$ cat src/rtl/uart_tx_fifo_feeder.sv
// Circular byte FIFO feeding a UART transmitter, releasing one byte per fixed
// pacing interval so the transmitter itself needs no busy handshake.
module uart_tx_fifo_feeder #(
    parameter int DATA_BITS      = 8,
    parameter int DEPTH          = 16,
    parameter int COUNTS_PER_BIT = 434,
    parameter int FRAME_BITS     = 11,
    parameter int IDLE_BITS      = 1
) (
    input  logic                   clk,
    input  logic                   rst,
    input  logic                   wr_en,
    input  logic [DATA_BITS-1:0]   wr_data,
    output logic                   full,
    output logic                   empty,
    output logic [$clog2(DEPTH):0] count,
    output logic                   overflow,
    output logic [DATA_BITS-1:0]   tx_data,
    output logic                   tx_send,
    output logic                   busy
);

    localparam int PTR_W  = $clog2(DEPTH);
    localparam int CNT_W  = PTR_W + 1;
    localparam int PACE   = COUNTS_PER_BIT * (FRAME_BITS + IDLE_BITS);
    localparam int PACE_W = $clog2(PACE + 1);
    // Counting PACE-1 down to 0 gives exactly PACE cycles in WAIT.
    localparam logic [PACE_W-1:0] PACE_LAST = PACE_W'(PACE - 1);

    typedef enum logic [1:0] {IDLE, LOAD, SEND, WAIT} state_t;

    state_t               state, state_next;
    logic [DATA_BITS-1:0] mem [DEPTH];
    logic [PTR_W-1:0]     wr_ptr, rd_ptr;
    logic [PACE_W-1:0]    pace_cnt;
    logic [CNT_W-1:0]     count_next;
    logic                 push, pop;

    assign push       = wr_en && !full;
    assign pop        = (state == LOAD);
    assign count_next = count + CNT_W'(push) - CNT_W'(pop);
    assign busy       = (state != IDLE);

    // NOTE: state registers use non-blocking (<=) so every flop samples
    // pre-edge values; blocking here would create order-dependent races.
    always_ff @(posedge clk or negedge rst) begin
        if (!rst) state <= IDLE;
        else      state <= state_next;
    end

    // NOTE: every output of this block gets a default first, otherwise any
    // unassigned path would infer a latch.
    always_comb begin
        state_next = state;
        case (state)
            IDLE: if (count != '0) state_next = LOAD;
            LOAD: state_next = SEND;
            SEND: state_next = WAIT;
            WAIT: if (pace_cnt == '0) state_next = IDLE;
            default: state_next = IDLE;
        endcase
    end

    // NOTE: the storage array has no reset; contents are only ever read after
    // being written, and leaving it out keeps it mappable to RAM.
    always_ff @(posedge clk) begin
        if (push) mem[wr_ptr] <= wr_data;
    end

    always_ff @(posedge clk or negedge rst) begin
        if (!rst) begin
            wr_ptr   <= '0;
            rd_ptr   <= '0;
            count    <= '0;
            full     <= 1'b0;
            empty    <= 1'b1;
            overflow <= 1'b0;
            tx_data  <= '0;
            tx_send  <= 1'b0;
            pace_cnt <= '0;
        end else begin
            count    <= count_next;
            full     <= (count_next == CNT_W'(DEPTH));
            empty    <= (count_next == '0);
            // Dropped byte is flagged even when a pop frees space this cycle.
            overflow <= wr_en && full;
            tx_send  <= pop;
            if (push) wr_ptr <= wr_ptr + 1'b1;
            if (pop) begin
                tx_data <= mem[rd_ptr];
                rd_ptr  <= rd_ptr + 1'b1;
            end
            if (state == SEND)
                pace_cnt <= PACE_LAST;
            else if (state == WAIT && pace_cnt != '0)
                pace_cnt <= pace_cnt - 1'b1;
        end
    end

endmodule

$ cat config.mk
export PLATFORM = sky130hd
export DESIGN_NAME = uart_tx_fifo_feeder
export DESIGN_NICKNAME = d
export VERILOG_FILES = /design/src/rtl/uart_tx_fifo_feeder.sv
export SDC_FILE = /design/constraint.sdc
export NUM_CORES = 1
export LEC_CHECK = 0
export CORE_ASPECT_RATIO = 0.8
export CORE_MARGIN = 1.5
export CORE_UTILIZATION = 65
export CTS_CLUSTER_DIAMETER = 60
export DETAILED_ROUTE_END_ITERATION = 8
export PLACE_DENSITY = 0.88
export SLEW_MARGIN = 0
export SYNTH_ARGS = -nofsm -noshare
export SYNTH_HDL_FRONTEND = slang
export SYNTH_SLANG_ARGS = --single-unit
$ cat constraint.sdc
create_clock -name clk -period 6.9 [get_ports clk]
set_clock_uncertainty 0.1 [all_clocks]
set_input_delay 1.38 -clock clk [delete_from_list [all_inputs] [get_ports clk]]
set_output_delay 1.38 -clock clk [all_outputs]
set_load 0.005 [all_outputs]
* Yosys cells after proc, flatten, opt, wreduce, memory -nomap -nowiden
Memory sizes are Yosys's and may differ from the RTL's. A register that Yosys moved wholly into a read port is not among the register bits.
Index checks and enable logic that the tools add are counted.
** Word-level totals
- Register bits after elaboration :: 32
- Memory bits (writable) :: 128
- Bits of input ports :: 11
- Output and inout bits :: 18
- Logic and storage cells :: 41
- Memories :: 1
** Cells by class
- $add $sub $neg :: 5
- Equality and inequality tests :: 6
- Multiplexer cells :: 7
- Reductions and logical operators :: 13
** Memory list
- mem :: words 16, width 8, rd ports 1, clocked after memory_dff 1, write ports 1, RTL line 33 : logic [DATA_BITS-1:0] mem [DEPTH];
** Operators with widths (number)
- $mux 13 :: 2
- $logic_not 13->1 :: 1
- $reduce_bool 13->1 :: 1
- $sub 13x1->13 const B :: 1
- $add 4x1->4 const B :: 2
- $pmux 2 s4 :: 1
- $add 5x1->5 :: 1
- $eq 5x5->1 const B :: 1
- $logic_not 5->1 :: 1
- $reduce_bool 5->1 :: 1
- $sub 5x1->5 :: 1
- $eq 2x2->1 const B :: 2
- $mux 2 :: 2
- $ne 2x2->1 const B :: 2
- $reduce_bool 2->1 :: 2
- $logic_and 1x1->1 :: 3
- $eq 2x1->1 const B :: 1
- $logic_not 1->1 :: 2
- $logic_not 2->1 :: 1
- $mux 1 :: 2
- $reduce_and 2->1 :: 1

* Logic depth before layout (Yosys ltp)
Gate-level depths: netlist of run 1.
- Depth after elaboration :: 5
- Mapped depth :: 10
- Gate-level depth less buffers :: 9

* Least setup slack after synthesis of run 1
Ideal clock, no wire load.
- Path kind :: input to register
- From :: in wr_en
- To :: reg full
- Arrival :: 2.851 ns
- Setup slack :: 3.861 ns
- Stages on the path :: 7
- Path buffers :: 0
- Cell sequence :: nand2b_1 > xnor2_1 > ha_1 > fa_1 > xor2_1 > or3_1 > nor3b_1
** Between the ends
- Word-level cells in the longest chain between the ends :: 4
** Ends and longest elaborated chain
- start: declaration :: RTL line 12 : input logic wr_en,
- $logic_and 1x1->1 :: RTL line 39 : assign push = wr_en && !full;
- $add 5x1->5 :: RTL line 41 : assign count_next = count + CNT_W'(push) - CNT_W'(pop);
- $sub 5x1->5 :: RTL line 41
- net count_next[2] :: RTL line 36 : logic [CNT_W-1:0] count_next;
- $eq 5x5->1 :: RTL line 83 : full <= (count_next == CNT_W'(DEPTH));
- end signal: assignment :: RTL line 83
- end: declaration :: RTL line 14 : output logic full,
The timed path passes the listed nets, and every way through them passes these cells.
A chain may end at the register's enable or synchronous reset.

* Final worst setup path of run 1
Same ends and word-level chain as after synthesis.

==> flow_metrics.tcl, run 1 <==
set metrics [dict create \
    grt_max_degree 41 \
    crit_family "simple AND/OR/NAND/NOR gates" \
    dieWidth_um 118 \
    area.growth.synth_to_final_pct 13.9 \
    clock_path_buffers 2 \
    num-nets-final 449 \
    core-area_mm2 0.0103 \
    synth_top_area_share 0.558 \
    yosysMostFrequentCell "edfxtp_1" \
    slew_headroom 0.198 \
    die_y_um 95.1 \
    avgSynthCellArea_um2 17.7 \
    synth_cells 389 \
    crit_required_ps 7140 \
    cts_made_buffers 17 \
    cts_resized 0 \
    design.die.area_mm2 0.0112 \
    cts_hold_buf 0 \
    clkTransAtPathRegs_ps 70 \
    port_buffers 28 \
    wl_met1_um 5720 \
    path_buf_inv 1 \
    crit_type "primary input to register" \
    power_density_mw_per_mm2 323 \
    finalNonFillerCells 573 \
    hold_violations 0 \
    drt_iter0_drc 388 \
    n_antenna_cell 0 \
    yosysWarnings 0 \
    post_drt_wl_per_cell_um 23.4 \
    ys_seq_area_frac 0.703 \
    cts_root_buf "clkbuf_16" \
    yosysTopAreaCell "edfxtp_1" \
    grt_usage 0.263 \
    drt-vias-per-instance 6.36 \
    ys_seq_elements 168 \
    dp_cells 541 \
    ys_async_sr_fraction 0.238 \
    syn_nets 418 \
    worst_setup_path_end_kind "register" \
    timing.fmax_ghz 0.305 \
    dr_wl_met2_um 6360 \
    clkLatencyLatePin_ps 430 \
    critPathLaunchType "primary input" \
    rows 33 \
    timing.rr.end "state[1]$_DFFE_PN0P_" \
    vdd_drop_max_v 0.000259 \
    cp_max_fo 4 \
    crit_chain "clkdlybuf4s50_1, nand2b_1, xnor2_1, ha_1, fa_1, xor2_1, or3_1, nor3b_1" \
    drc 0 \
    htree_levels 4 \
    synth.distinct_cells 45 \
    setup_viol 0 \
    grt_pass1_wl_um 21000 \
    pin_count 29 \
    synth_top_cells_by_count "edfxtp_1, dfrtp_1, mux4_2, and2_1, ha_1" \
    ff2ff_path_depth 6 \
    detail_route.first_pass.iterations 5 \
    highest_layer "met4" \
    reg2reg_from "pace_cnt[0]$_DFFE_PN0P_" \
    cp.arrival_ps 3520 \
    slew_viol_final 0 \
    wl_met3_um 1030 \
    cts.sinks 168 \
    reg2reg_slack_ps 4290 \
    min_from "pace_cnt[1]$_DFFE_PN0P_" \
    hold_path_depth 2 \
    max_stage_delay_ps 480 \
    synth_ff_type "edfxtp_1" \
    cts_setup_buffers 0 \
    min_period_ps 3280 \
    grt_pass1_vias 3708 \
    min_to "pace_cnt[1]$_DFFE_PN0P_" \
    min_period_over_period 0.476 \
    cp_slowest_cell "clkdlybuf4s50_1" \
    vias 3647 \
    grt_setup_unrepaired "no" \
    startpoint "wr_en" \
    grt_overflow 0 \
    antenna_found_initial 0 \
    antenna_left 0 \
    status "complete, no violations" \
    synth_edf_count 128 \
    tritoncts "yes" \
    place.gp.congestion 0.817 \
    min_path_type "register to register" \
    drive_above_1_share 0.194 \
    max-cap-violations 0 \
    start_util 0.671 \
    power_leakage_nw 2.74 \
    post-dp-hpwl_um 8340 \
    worst_pin_slew_ps 1200 \
    routed_wl_um 13400 \
    synth_area_leaders "edfxtp_1, dfrtp_1, mux4_2" \
    syn_area_mm2 0.00689 \
    final.setup.tns_ps 0 \
]
cells in the final DEF, fill, tap and decap left out, types with 4 or more instances in the layout:
master / n
mux2_2: 10
o22ai_1: 16
a21oi_1: 16
o21ai_0: 5
xor2_1: 4
inv_1: 12
or4_1: 5
and2_1: 17
nor2_1: 6
o31ai_1: 6
dfrtp_1: 38
clkdlybuf4s50_1: 27
mux4_2: 32
or3_1: 6
ha_1: 17
clkbuf_16: 17
edfxtp_1: 128
inv_6: 6
xnor2_1: 8
nand2_1: 9
metal layers:
metal,vias up,track usage
met2,179,0.396
met5,-,0
met1,1846,0.378
met4,0,0.105
met3,28,0.0646
li1,1594,-
how the worst max path moves through the flow:
stage,end,slack [ps],cells after the start
final,full$_DFF_PN0_,3620,8
after floorplan,full$_DFF_PN0_,3860,7
after detailed placement,full$_DFF_PN0_,3200,8
after global placement,full$_DFF_PN0_,3270,8
after global routing,full$_DFF_PN0_,3530,9
after CTS,full$_DFF_PN0_,3610,8
flip-flops by register name (all words and copies together) (netlist names):
name      count
overflow      1
mem         128
full          1
rd_ptr        4
wr_ptr        4
pace_cnt     13
state         2
tx_data       8
empty         1
tx_send       1
count         5
final cells by class:
type / instances / area (um^2)
clock buffers: 18 / 429
clock inverters: 14 / 138
fillers: 551 / 2430
inverters: 12 / 45.0
multi-input cells: 191 / 1930
flip-flops and latches: 168 / 4850
well taps: 140 / 175
repair buffers: 30 / 290
per-stage QoR:
step	hold WS, ps	area, um^2	power (W)	setup slack, ps	utilization
final	449	7850	0.00254	3620	0.764
after global routing	464	7850	0.00263	3530	0.764
after CTS	453	7850	0.00255	3610	0.764
after detailed placement	422	7290	0.00164	3200	0.709
after global placement	405	7290	0.00161	3270	0.709
after floorplan	389	6890	0.00149	3860	-
worst min-delay path: cells and delay by family (launching register included):
family           cells  cell delay, ps
AO/OA/AOI/OAI        1              90
flip-flops           1             370
AND/OR/NAND/NOR      1              60
where the power goes:
group,internal (W),leakage [nW],total [W],switching [W]
Combinational,0.000159,0.841,0.000357,0.000198
Sequential,0.00121,1.63,0.00127,0.0000540
Clock,0.000506,0.268,0.000911,0.000405
Total,0.00188,2.74,0.00254,0.000658
cells by family after synthesis:
group | share of synthesized area
AND/OR/NAND/NOR | 0.0604
adder cells (fa/ha/maj) | 0.0338
buffers and inverters | 0.0174
flip-flops | 0.703
multiplexers | 0.123
XOR/XNOR | 0.0152
AO/OA/AOI/OAI | 0.0477
Power figures use the tool's default switching activity.
==> run 2, diff against run 1 <==
CORE_UTILIZATION = 54   (was 65)
PLACE_DENSITY = 0.78   (was 0.88)
clock period = 2.7 ns   (was 6.9 ns; I/O delays follow)
==> run 2 against run 1 <==
  * Utilization decreased by 11 points
  * Critical endpoint unchanged
  * First-iteration DRC count grew 7.2%
  * Critical path depth did not move
  * Highest routed layer unchanged
  * Power grew to 2.6 times the previous value
  * Global-route usage down 4.4 points
  * Critical path type is now register to register
  * Largest cell class unchanged
==> flow_metrics.tcl, run 2 (synthesis gave the netlist of run 1 again) <==
set metrics [dict create \
    min_period_over_period 0.925 \
    dp_cells 587 \
    timing.rr.end "full$_DFF_PN0_" \
    drt_iter0_drc 416 \
    num-nets-final 464 \
    crit_required_ps 2920 \
    antenna_found_initial 0 \
    start_util 0.561 \
    grt_setup_unrepaired "no" \
    worst_pin_slew_ps 833 \
    port_buffers 28 \
    status "complete, no violations" \
    reg2reg_from "state[1]$_DFFE_PN0P_" \
    antenna_left 0 \
    final_cell_mix "edfxtp_1, dfrtp_1, mux4_2" \
    largest_reg_flops 128 \
    setup_viol 0 \
    final.setup.tns_ps 0 \
    final_common_cell "edfxtp_1" \
    cp_max_fo 4 \
    cts_root_buf "clkbuf_16" \
    min_path_type "primary input to async pin" \
    rows 36 \
    reg_top3 "mem: 128 flops, pace_cnt: 13 flops, tx_data: 8 flops" \
    hold_violations 0 \
    worst_setup_path_end_kind "register" \
    cts_hold_buf 0 \
    grt_pass1_vias 3769 \
    timing.fmax_ghz 0.400 \
    grt_usage 0.219 \
    power_density_mw_per_mm2 814 \
    slew_headroom 0.445 \
    detail_route.first_pass.iterations 4 \
    max-cap-violations 0 \
    pin_count 29 \
    clock_path_buffers 2 \
    routed_wl_um 13100 \
    place.gp.congestion 0.773 \
    grt_overflow 0 \
    grt_max_degree 27 \
    drc 0 \
    vdd_drop_max_v 0.000687 \
    tritoncts "yes" \
    grt_pass1_wl_um 21200 \
    regMostFlops "mem" \
    post_drt_wl_per_cell_um 21.2 \
    core-area_mm2 0.0123 \
    cp.arrival_ps 2720 \
    cts.sinks 168 \
    drt-vias-per-instance 5.84 \
    die_y_um 104 \
    slew_viol_final 0 \
    postLayoutCoreUtil 0.653 \
    dieWidth_um 129 \
    htree_levels 4 \
    clkLatencyLatePin_ps 420 \
    drive_above_1_share 0.225 \
    cts_setup_buffers 0 \
    cts_resized 0 \
    design.die.area_mm2 0.0135 \
    crit_type "register to register" \
    post-dp-hpwl_um 8670 \
    n_antenna_cell 0 \
    vias 3616 \
    ff2ff_path_depth 8 \
    min_period_ps 2500 \
    area.growth.synth_to_final_pct 16.5 \
    cts_made_buffers 17 \
    critPathLaunchType "register" \
    fillers 845 \
    reg2reg_slack_ps 200 \
    power_leakage_nw 2.82 \
    clkTransAtPathRegs_ps 60 \
    finalNonFillerCells 619 \
]
## run 2: changes by cell type in the layout (fill, tap and decap cells not counted), sizes merged
cell and delta:
buf +15, inv -5, clkinvlp +4, bufinv +1, clkbuf -1, clkinv +1
## run 2: metrics by stage
| step | hold WS, ps | setup slack, ps | instance area (um^2) | total power (W) |
|---|---|---|---|---|
| 6_report | 5.16 | 202 | 8030 | 0.00654 |
| 5_1_grt | 42.3 | 52.5 | 8030 | 0.00681 |
| 4_1_cts | 12.0 | 179 | 8030 | 0.00659 |
| 3_5_place_dp | 420 | -171 | 7450 | 0.00423 |
| 3_3_place_gp | 411 | -22.5 | 7450 | 0.00415 |
| 2_1_floorplan | 144 | 175 | 6890 | 0.00380 |
## run 2: metal layers
layer  GRT usage  wire length (um)  vias to the layer above
li1            -                 -                     1631
met2       0.332              6480                      107
met1       0.310              5680                     1862
met4      0.0819               164                        0
met3      0.0550               803                       16
met5           0                 0                        -
## run 2: final cells by class
| class | instances | area, um^2 | area share |
|---|---|---|---|
| Inverter | 12 | 45.0 | 0.00561 |
| Clock inverter | 15 | 154 | 0.0192 |
| Timing Repair Buffer | 45 | 415 | 0.0517 |
| Clock buffer | 17 | 425 | 0.0530 |
| Tap cell | 171 | 214 | 0.0266 |
| Sequential cell | 168 | 4850 | 0.604 |
| Multi-Input combinational cell | 191 | 1930 | 0.240 |
## run 2: worst max path at each step
stage / startpoint / to / slack (ps) / cells after the start
after CTS: state[1]$_DFFE_PN0P_ / full$_DFF_PN0_ / 180 / 8
after global routing: state[1]$_DFFE_PN0P_ / full$_DFF_PN0_ / 50 / 9
final: state[1]$_DFFE_PN0P_ / full$_DFF_PN0_ / 200 / 8
after global placement: wr_en / full$_DFF_PN0_ / -20 / 8
after floorplan: state[1]$_DFFE_PN0P_ / full$_DFF_PN0_ / 180 / 9
after detailed placement: wr_en / full$_DFF_PN0_ / -170 / 8
## run 2: worst max-delay path, cell delays in order, from the launching register on
cell     delay [ps]
dfrtp_1         390
inv_1           100
ha_1            230
xnor2_1         140
ha_1            210
fa_1            420
xor2_1          200
or3_1           350
nor3b_1         250
## run 2: report_power, final
group / internal (W) / total (W) / switching (W)
clock network: 0.00136 / 0.00236 / 0.00100
registers: 0.00310 / 0.00323 / 0.000131
logic: 0.000430 / 0.000939 / 0.000509
==> run 3, diff against run 2 <==
CORE_MARGIN = 1   (was 1.5)
==> run 3 against run 2 <==
  * Final cell count fell by 0.16%
  * Cell area barely moved
  * Maximum frequency rose by 2.3%
  * Critical path depth did not move
  * Count of clock-buffer cells in the layout rose by 3
  * Global-route usage fell by 0.78 points
  * Wire length fell by 4.9%
  * Sequential share of layout area barely moved
  * Largest cell class unchanged
  * Highest routed layer unchanged
==> flow_metrics.tcl, run 3 (synthesis gave the netlist of run 1 again) <==
set metrics [dict create \
    max-cap-violations 0 \
    grt_use_met2 0.328 \
    grt_setup_unrepaired "no" \
    path_common_cell "ha_1" \
    vdd_drop_max_v 0.000740 \
    slew_viol_final 0 \
    tritoncts "yes" \
    area.growth.synth_to_final_pct 16.4 \
    grt_max_degree 41 \
    routed_wl_um 12500 \
    post-dp-hpwl_um 8090 \
    grt_usage 0.211 \
    cts_resized 0 \
    num-nets-final 463 \
    clkTransAtPathRegs_ps 60 \
    min_period_ps 2440 \
    regMostFlops "mem" \
    largest_reg_flops 128 \
    power_leakage_nw 2.84 \
    internal_power_w 0.00494 \
    crit_chain "inv_1, ha_1, xnor2_1, ha_1, fa_1, xor2_1, or3_1, nor3b_1" \
    drt-vias-per-instance 5.77 \
    die_y_um 103 \
    port_buffers 28 \
    grt_pass1_wl_um 19900 \
    p_seq_frac 0.497 \
    place.gp.congestion 0.729 \
    swShare 0.240 \
    vias 3563 \
    grt_use_met1 0.297 \
    n_antenna_cell 0 \
    dieWidth_um 128 \
    min_period_over_period 0.905 \
    cp_slowest_cell "fa_1" \
    final_common_cell "edfxtp_1" \
    slew_headroom 0.347 \
    detail_route.first_pass.iterations 4 \
    clock_path_buffers 2 \
    critPathLaunchType "register" \
    dp_cells 586 \
    cts_setup_buffers 0 \
    cts_made_buffers 17 \
    crit_type "register to register" \
    fillers 812 \
    cts.sinks 168 \
    reg_top3 "mem: 128 flops, pace_cnt: 13 flops, tx_data: 8 flops" \
    crit_required_ps 2920 \
    drive_above_1_share 0.219 \
    path_buf_inv 1 \
    design.die.area_mm2 0.0132 \
    timing.fmax_ghz 0.409 \
    setup_viol 0 \
    htree_levels 4 \
    power_density_mw_per_mm2 811 \
    worst_pin_slew_ps 979 \
    antenna_found_initial 0 \
    min_path_type "primary input to async pin" \
    use_met3 0.0535 \
    drc 0 \
    clkLatencyLatePin_ps 420 \
    core-area_mm2 0.0123 \
    switching_power_w 0.00157 \
    antenna_left 0 \
    max_stage_delay_ps 410 \
    dpl_cell_area_mm2 0.00744 \
    pin_count 29 \
    final_cell_mix "edfxtp_1, dfrtp_1, mux4_2" \
    hold_violations 0 \
    final.setup.tns_ps 0 \
    p_comb_frac 0.142 \
    finalWorstSetupSlack_ps 258 \
    clkPwrFrac 0.361 \
    start_util 0.561 \
    worst_setup_path_end_kind "register" \
    post_drt_wl_per_cell_um 20.2 \
    cts_root_buf "clkbuf_16" \
    finalNonFillerCells 618 \
    grt_pass1_vias 3595 \
    rows 36 \
    cts_hold_buf 0 \
    cp.arrival_ps 2660 \
    status "complete, no violations" \
    grt_overflow 0 \
    drt_iter0_drc 212 \
    final_design_area_no_fill_mm2 0.00803 \
    cp_max_fo 4 \
    crit_family "adder cells" \
    dp_worst_setup_slack_ps -121 \
    grt.busiest_layer "met2" \
]
==> run 3: changes by cell type in the layout (fill, tap and decap cells not counted) <==
cell and delta:
clkinv_2 +1, buf_4 -1, clkbuf_8 +2, clkinv_4 +3
clkbuf_1 +1, inv_6 -2, clkinv_1 +1, clkinvlp_4 -6
==> run 3: worst paths after layout <==
kind                                        from  slack, ps  cells past startpoint                       to
max in group asynchronous                    rst       1640                      1    rd_ptr[0]$_DFFE_PN0N_
min in group clk           wr_ptr[3]$_DFFE_PN0P_        430                      1    wr_ptr[3]$_DFFE_PN0P_
setup / recovery            state[1]$_DFFE_PN0P_        260                      8           full$_DFF_PN0_
setup reg to reg            state[1]$_DFFE_PN0P_        260                      8           full$_DFF_PN0_
hold reg to reg            wr_ptr[3]$_DFFE_PN0P_        430                      1    wr_ptr[3]$_DFFE_PN0P_
hold / removal                               rst        180                      1  pace_cnt[0]$_DFFE_PN0P_
==> run 3: final cells by class <==
class	instances	area (um^2)	share of cell area
clock inverter	12	126	0.0157
sequential	168	4850	0.604
inverter	12	45.0	0.00561
multi-input combinational	191	1930	0.240
timing repair buffer	44	408	0.0508
clock buffer	20	457	0.0569
tap	171	214	0.0267
==> run 3: per-layer routing <==
metal,part of all wire,up-vias
met3,0.060,13
met2,0.48,104
li1,-,1617
met4,0.013,0
met5,0,-
met1,0.44,1829
==> run 3: power by group through the flow <==
| stage | Clock [W] | Combinational (W) | Sequential, W |
|---|---|---|---|
| 2_1_floorplan | 0 | 0.000550 | 0.00325 |
| 3_3_place_gp | 0 | 0.000891 | 0.00327 |
| 3_5_place_dp | 0 | 0.000928 | 0.00329 |
| 4_1_cts | 0.00238 | 0.000936 | 0.00324 |
| 5_1_grt | 0.00248 | 0.00102 | 0.00326 |
| 6_report | 0.00235 | 0.000924 | 0.00323 |
==> run 3: through the flow <==
step	total power [W]	hold slack, ps	utilization
global route	0.00676	266	0.653
global placement	0.00416	407	0.605
finish	0.00651	185	0.653
CTS	0.00656	207	0.653
detailed placement	0.00421	417	0.605
floorplan	0.00380	144	-
